File: src/rtl/mult_pkg.sv
// Shared definitions for the sequential shift-and-add multiplier:
// control state encoding and the sizing rule for the iteration counter.
package mult_pkg;

  // Control FSM states; encoding fixed at 2 bits.
  typedef enum logic [1:0] {
    ST_IDLE = 2'b00,
    ST_RUN  = 2'b01,
    ST_DONE = 2'b10
  } state_e;

  // Iteration counter width for an N-bit operand: clog2(N), never below 1.
  function automatic int cnt_width(input int n);
    int w;
    w = $clog2(n);
    if (w < 1) begin
      return 1;
    end else begin
      return w;
    end
  endfunction

  // Default operand width and the matching counter width.
  localparam int DEF_N     = 8;
  localparam int DEF_CNT_W = cnt_width(DEF_N);

endpackage

File: src/rtl/mult_ctrl.sv
// Control sequencer for the shift-and-add multiplier.
// IDLE waits for a start request, RUN lasts exactly N edges regardless of
// operand values, DONE is a single-cycle result strobe. Busy/Done come from
// flops so downstream enables never see a combinational path from inputs.
module mult_ctrl
  import mult_pkg::*;
#(
  parameter int N = 8
) (
  input  logic clk,
  input  logic rst,
  input  logic start,
  output logic load,
  output logic shift,
  output logic busy,
  output logic done
);

  localparam int CW = cnt_width(N);

  state_e          state_q;
  state_e          state_d;
  logic [CW-1:0]   cnt_q;
  logic [CW-1:0]   cnt_d;
  logic            busy_q;
  logic            busy_d;
  logic            done_q;
  logic            done_d;

  // Next-state, counter and datapath enable decode.
  always_comb begin
    state_d = state_q;
    cnt_d   = cnt_q;
    load    = 1'b0;
    shift   = 1'b0;
    case (state_q)
      ST_IDLE: begin
        if (start) begin
          load    = 1'b1;
          cnt_d   = '0;
          state_d = ST_RUN;
        end else begin
          state_d = ST_IDLE;
        end
      end
      ST_RUN: begin
        shift = 1'b1;
        cnt_d = cnt_q + CW'(1);
        // The N-th RUN edge is the one that sees count = N-1.
        if (cnt_q == CW'(N - 1)) begin
          state_d = ST_DONE;
        end else begin
          state_d = ST_RUN;
        end
      end
      ST_DONE: begin
        state_d = ST_IDLE;
      end
      default: begin
        state_d = ST_IDLE;
        cnt_d   = '0;
      end
    endcase
    // Status flags follow the state the FSM is entering, so after the
    // register they line up exactly with the state they describe.
    busy_d = (state_d != ST_IDLE);
    done_d = (state_d == ST_DONE);
  end

  // State, counter and status registers; reset aborts any operation.
  always_ff @(posedge clk) begin
    if (rst) begin
      state_q <= ST_IDLE;
      cnt_q   <= '0;
      busy_q  <= 1'b0;
      done_q  <= 1'b0;
    end else begin
      state_q <= state_d;
      cnt_q   <= cnt_d;
      busy_q  <= busy_d;
      done_q  <= done_d;
    end
  end

  assign busy = busy_q;
  assign done = done_q;

endmodule

File: src/rtl/seq_multiplier.sv
// Sequential unsigned shift-and-add multiplier: 2N-bit product of two N-bit
// operands in N RUN cycles, followed by a one-cycle Done strobe. The product
// output is the accumulator register itself and stays stable after DONE
// until the next accepted Start clears it.
module seq_multiplier
  import mult_pkg::*;
#(
  parameter int N = 8
) (
  input  logic             Clk,
  input  logic             R,
  input  logic             Start,
  input  logic [N-1:0]     A,
  input  logic [N-1:0]     B,
  output logic             Busy,
  output logic             Done,
  output logic [2*N-1:0]   P
);

  logic               load_s;
  logic               shift_s;
  logic [2*N-1:0]     acc_q;
  logic [2*N-1:0]     acc_d;
  logic [2*N-1:0]     mcand_q;
  logic [2*N-1:0]     mcand_d;
  logic [N-1:0]       mplr_q;
  logic [N-1:0]       mplr_d;

  mult_ctrl #(
    .N(N)
  ) u_ctrl (
    .clk   (Clk),
    .rst   (R),
    .start (Start),
    .load  (load_s),
    .shift (shift_s),
    .busy  (Busy),
    .done  (Done)
  );

  // Datapath update: load operands on acceptance, otherwise one
  // add-and-shift step per RUN cycle; hold everything in IDLE/DONE.
  always_comb begin
    acc_d   = acc_q;
    mcand_d = mcand_q;
    mplr_d  = mplr_q;
    if (load_s) begin
      acc_d   = '0;
      mcand_d = {{N{1'b0}}, A};
      mplr_d  = B;
    end else if (shift_s) begin
      // Full 2N-bit add; the product of two N-bit values cannot overflow it.
      if (mplr_q[0]) begin
        acc_d = acc_q + mcand_q;
      end else begin
        acc_d = acc_q;
      end
      mcand_d = {mcand_q[2*N-2:0], 1'b0};
      mplr_d  = {1'b0, mplr_q[N-1:1]};
    end else begin
      acc_d   = acc_q;
      mcand_d = mcand_q;
      mplr_d  = mplr_q;
    end
  end

  // Datapath registers; reset clears the product so an aborted result never shows.
  always_ff @(posedge Clk) begin
    if (R) begin
      acc_q   <= '0;
      mcand_q <= '0;
      mplr_q  <= '0;
    end else begin
      acc_q   <= acc_d;
      mcand_q <= mcand_d;
      mplr_q  <= mplr_d;
    end
  end

  assign P = acc_q;

endmodule
File: config.mk
export PLATFORM = sky130hd
export DESIGN_NAME = seq_multiplier
export DESIGN_NICKNAME = d
export VERILOG_FILES = /design/src/rtl/mult_pkg.sv /design/src/rtl/mult_ctrl.sv /design/src/rtl/seq_multiplier.sv
export SDC_FILE = /design/constraint.sdc
export NUM_CORES = 1
export LEC_CHECK = 0
export CORE_MARGIN = 2
export CORE_UTILIZATION = 40
export CTS_CLUSTER_DIAMETER = 50
export DETAILED_ROUTE_END_ITERATION = 10
export PLACE_DENSITY_LB_ADDON = 0.05
export SYNTH_ARGS = -nofsm -noshare
export SYNTH_HDL_FRONTEND = slang
export SYNTH_SLANG_ARGS = --single-unit
File: constraint.sdc
create_clock -name Clk -period 2.2 [get_ports Clk]
set_clock_uncertainty 0.2 [all_clocks]
set_input_delay 0.44 -clock Clk [delete_from_list [all_inputs] [get_ports Clk]]
set_output_delay 0.44 -clock Clk [all_outputs]
set_load 0.02 [all_outputs]
==> run metrics, run 1 <==
Final setup viols 1; GRT Util Overall 18.5%; Synth Area in Simple Gates 21.5%; worst skew pair latency 300 ps; IO Pins 37; post-route setup TNS -8.44 ps; Via density 5.32; worst path cell trace ha_4, fa_2, a21oi_2, o211ai_1, o2111ai_2, a311oi_2, or3_1, nand3_1; clock sink count 47; PwrDens 495 nW/um2; number of hold violations in the final report 0; dominant cell type by area after synthesis dfxtp_1; cell count after synthesis 301; min-delay src mplr_q[1]; post-route cell area 3520 um2; Crit Path Category reg2reg; routed len/inst 14.2 um; reg-to-reg startpoint P[0]; slowest cell delay on critical path 360 ps; Post-Syn Nets 338; failing checks negative setup slack; final setup margin -8.44 ps; fmax 453 MHz; Yosys reg bits 47; outcome finished, violations left; row count 29; Die Area 7050 um2; largest family of logic cells by synthesized area simple AND/OR/NAND/NOR gates; H-tree depth 2; Post-DP HPWL 4.78 mm; top post-synthesis cells by area dfxtp_1 (37%), ha_1 (8.3%), nand2_1 (7.5%); global route overflow 0; top cell family by delay on the critical path compound AO/OA/AOI/OAI gates; buffer levels on the longest clock path 2; Max Used Layer met4; CP Capture Type flop; nets 412; area share of fa/ha/maj cells after synthesis 9.10%; CTS tree yes; Cell variety after synth 56; P&R area growth vs syn 37.4%; number of port buffers 36; post-layout min period 2210 ps; max-cap check violation count 0; crit start category flop; synthesized cell area 2560 um2; Post-Route M1 WL 3.22 mm; Post-synth EDFFs 0; R2R cell count 8; met3 routed WL 204 um; Final Max Tran Viols 0; WP data arrival 2250 ps; normalized max-slew margin 57.1%; GPL Wtd Cong 0.875; placed cell area 3280 um2; Leak 1.45 nW; Root Driver clkbuf_8; Ys Warns 0; Die Height 84.0 um; Hold Crit Class reg2reg; RR Endpoint P[10]; post-synthesis average cell area 8.50 um2; most frequent cell after synthesis nand2_1; total CTS buffers 5; Synth Area in Compound Gates 20.0%; worst hold path cell count 2; sequential area share after synthesis 36.8%; first-pass GRT wire length 10.7 mm; top cell type's share of synthesized area 36.8%; first-pass iteration count of the detailed router 4; clock transition at the registers of the reported paths 90 ps; DR WL met2 2.93 mm; CP max-delay cell fa_2; Filler cells 601; vias in the first global route 2293; R2R Setup Slk -8 ps; WP data required 2250 ps; worst-path fanout max 4; RSZ-0062 raised after global routing true; largest net degree at the start of global routing 17; mux contribution to synthesized area 7.04%; Buf/Inv on CP 0; vias post-DR 2405; layout cells sized above 1 22.9%; core footprint 6280 um2; DRT Wirelength 6.40 mm; Peak VDD IR 0.273 mV; ys flop type dfxtp_1; Async SR Flop Fraction 0%; post-route ant nets 0; Critical Path Source P[0]; Synth top cells by count nand2_1 (51), dfxtp_1 (47), a21oi_1 (25); Least-Margin Pin Slew 643 ps; post-route DRC violation count 0; initial antenna violation count 0; hold path endpoint mplr_q[1]; antenna cells 0; Iteration-0 DRC Markers 109; Die X 84.0 um; Initial Util 40.8%; XOR/XNOR share of the synthesized area 2.05%; fin crit share 100%; Final Util 56.0%
==> power breakdown <==
part / internal (mW) / switching (mW) / leakage, nW
combinational: 0.111 / 0.110 / 1.01
clock: 0.334 / 0.293 / 0.0513
sequential: 0.875 / 0.0187 / 0.384
==> how the worst max path moves through the flow <==
stage	slack, ps	end	cells after the start
finish	-8	P[10]	8
global route	-110	P[12]	7
CTS	-10	P[15]	7
detailed placement	-180	mplr_q[7]	5
global placement	-160	mcand_q[0]	5
floorplan	30	P[15]	8
==> cell usage in the layout (no fill, tap or decap), types with 3 or more instances in the layout <==
cell type        instances
nand2_1                 50
nor2_1                  16
ha_4                     3
xnor2_1                  4
dfxtp_2                  6
a21o_1                   3
and3_1                   6
o21ai_0                 12
a21oi_1                 23
o21ai_1                  9
nor3_1                   5
clkbuf_8                 5
buf_4                   45
nand3_1                 12
dfxtp_1                 41
inv_1                    6
ha_1                    13
nor3b_1                  3
mux2i_1                 18
clkdlybuf4s50_1         36
==> routing by layer <==
| layer | vias up | global-route usage (%) |
|---|---|---|
| met5 | - | 0 |
| met4 | 0 | 4.84 |
| met3 | 4 | 3.56 |
| met2 | 45 | 30.1 |
| met1 | 1120 | 25.3 |
| li1 | 1236 | - |
==> kinds of logic after synthesis <==
| logic type | count (synthesis) |
|---|---|
| simple gates | 114 |
| mux | 18 |
| compound gates | 78 |
| xor+xnor | 6 |
| buf+inv | 20 |
| fa+ha+maj | 18 |
| flops | 47 |
==> state kept, by name, indices dropped and copies added (netlist names) <==
register        flops
P                  16
u_ctrl.cnt_q        3
mplr_q              8
u_ctrl.state_q      2
u_ctrl.busy         1
u_ctrl.done         1
mcand_q            16
==> area by class of cell <==
| cell class | count | area [um2] | share of cell area (%) |
|---|---|---|---|
| timing repair buffer | 81 | 698 | 19.9 |
| clock inverter | 1 | 30.0 | 0.854 |
| inverter | 6 | 22.5 | 0.641 |
| sequential | 47 | 948 | 27.0 |
| tap | 77 | 96.3 | 2.74 |
| clock buffer | 6 | 72.6 | 2.06 |
| multi-input combinational | 234 | 1650 | 46.9 |
==> timing repair <==
action	4_1_cts	5_1_grt
pin swaps	0	11
setup buffers	0	3
hold buffers	0	0
gates resized for setup	6	16
endpoints found under the setup margin	4	23
==> worst min-delay path, delay by kind of cell (launching register included) <==
family           cells  cell delay (ps)
flip-flops           1              320
AND/OR/NAND/NOR      1               50
AO/OA/AOI/OAI        1               50
==> per-stage QoR <==
stage | hold WS [ps] | std cells | setup slack, ps | total power, mW
finish | 252 | 452 | -8.44 | 1.74
global route | 289 | 452 | -111 | 1.82
CTS | 254 | 449 | -11.1 | 1.76
detailed placement | 241 | 442 | -185 | 1.13
global placement | 234 | 442 | -155 | 1.12
floorplan | 224 | 301 | 29.1 | 1.02
(Power assumes the default switching activity.)
==> run 2, diff against run 1 <==
--- a/config.mk
+++ b/config.mk
@@ -6,7 +6,7 @@
 export NUM_CORES = 1
 export LEC_CHECK = 0
 export CORE_MARGIN = 2
-export CORE_UTILIZATION = 40
+export CORE_UTILIZATION = 49
 export CTS_CLUSTER_DIAMETER = 50
 export DETAILED_ROUTE_END_ITERATION = 10
 export PLACE_DENSITY_LB_ADDON = 0.05
==> run 2 against run 1 <==
  * Critical path depth stayed put
  * The flow now finishes without violations
  * Non-clock buffer count is 4 lower
  * Combinational power hardly changed
  * Cell count is 2.4% lower
  * Largest cell class unchanged
  * Via count is 0.21% lower
  * Flip-flop and latch count stayed put
==> run metrics, run 2 (synthesis results as in run 1) <==
outcome complete, no violations; R2R cell count 8; worst-path fanout max 4; layout cells sized above 1 21.6%; post-layout min period 2150 ps; DRT Wirelength 5.93 mm; Die Area 5820 um2; worst path cell trace ha_4, fa_2, a21oi_2, o211ai_1, o2111ai_2, a311oi_2, or3_1, nand3_1; number of hold violations in the final report 0; Root Driver clkbuf_8; nets 408; post-route DRC violation count 0; post-route ant nets 0; Leak 1.43 nW; core footprint 5070 um2; Initial Util 50.4%; row count 26; Buf/Inv on CP 0; buffer levels on the longest clock path 2; commonest non-fill, non-tap cell in the layout nand2_1; fin crit share 97.9%; crit start category flop; clock sink count 47; worst hold path cell count 2; fmax 464 MHz; largest net degree at the start of global routing 17; Die Height 76.3 um; initial antenna violation count 0; Hold Crit Class reg2reg; vias in the first global route 2305; total CTS buffers 5; reg-to-reg startpoint mcand_q[0]; GPL Wtd Cong 0.871; placed cells 432; Final setup viols 0; global route overflow 0; Filler cells 443; clock transition at the registers of the reported paths 80 ps; P&R area growth vs syn 34.8%; top cell family by delay on the critical path compound AO/OA/AOI/OAI gates; R2R Setup Slk 50 ps; CP max-delay cell dfxtp_4; routed len/inst 13.4 um; first-pass GRT wire length 10.3 mm; RR Endpoint P[10]; Critical Path Source mcand_q[0]; Die X 76.3 um; H-tree depth 2; vias post-DR 2400; WP data required 2240 ps; Crit Path Category reg2reg; PwrDens 475 nW/um2; hold path endpoint mplr_q[2]; Via density 5.44; antenna cells 0; max-cap check violation count 0; Peak VDD IR 0.419 mV; min-delay src mplr_q[2]; hold buffers post-CTS 0; number of port buffers 36; RSZ-0062 raised after global routing true; Post-DP HPWL 4.53 mm; Final Max Tran Viols 0; first-pass iteration count of the detailed router 4; slowest cell delay on critical path 360 ps; CTS tree yes; Post-Layout Cell Count 441; Iteration-0 DRC Markers 112; WP data arrival 2190 ps; worst hold slack 258 ps; normalized max-slew margin 67.9%; CP Capture Type flop; worst skew pair latency 290 ps; GRT Util Overall 21.3%; commonest non-fill, non-tap cells in the layout nand2_1 (51), buf_4 (40), dfxtp_1 (39); Least-Margin Pin Slew 481 ps; IO Pins 37
-- run 2: report_power, final --
part,internal (mW),switching (mW),leakage [nW]
Sequential,0.874,0.0183,0.386
Clock,0.247,0.279,0.0470
Combinational,0.113,0.106,0.998
Total,1.23,0.403,1.43
-- run 2: what timing repair did --
item,4_1_cts,5_1_grt
buffers inserted,0,2
resized for setup,1,19
pin swaps,0,17
endpoints found under the setup margin,2,6
-- run 2: layout make-up --
cell class              count  area [um2]  area share (%)
clock inverters             1        5.00           0.145
inverters                   6        22.5           0.653
well taps                  70        87.6            2.54
multi-input cells         234        1620            46.9
clock buffers               6        82.6            2.39
flip-flops and latches     47         953            27.6
repair buffers             77         681            19.7
-- run 2: how the worst max path moves through the flow --
stage	endpoint	slack, ps	cells past startpoint
6_report	P[10]	50	8
5_1_grt	P[14]	-90	9
4_1_cts	P[14]	10	9
3_5_place_dp	P[15]	-20	7
3_3_place_gp	P[9]	20	8
2_1_floorplan	P[15]	30	8
-- run 2: through the flow --
step | utilization (%) | power, mW | worst slack (ps) | setup TNS (ps) | instance area (um2)
2_1_floorplan | - | 1.02 | 29.1 | 0 | 2570
3_3_place_gp | 64.3 | 1.12 | 19.8 | 0 | 3270
3_5_place_dp | 64.3 | 1.13 | -21.4 | -21.4 | 3270
4_1_cts | 66.1 | 1.65 | 11.2 | 0 | 3360
5_1_grt | 68.0 | 1.71 | -86.1 | -253 | 3450
6_report | 68.0 | 1.64 | 45.8 | 0 | 3450
-- run 2: metal layers --
layer / routed length, um / vias up / GRT usage (%)
met4: 47 / 0 / 4.91
li1: - / 1227 / -
met3: 191 / 7 / 3.32
met2: 2910 / 48 / 36.4
met5: 0 / - / 0
met1: 2780 / 1118 / 28.4
-- run 2: worst register-to-register path, delay by kind of cell, from the launching register on --
kind                       cells  cell delay, ps
AOI/OAI and AO/OA              4             630
adders and majority gates      2             530
DFF                            1             360
and+or+nand+nor                2             400
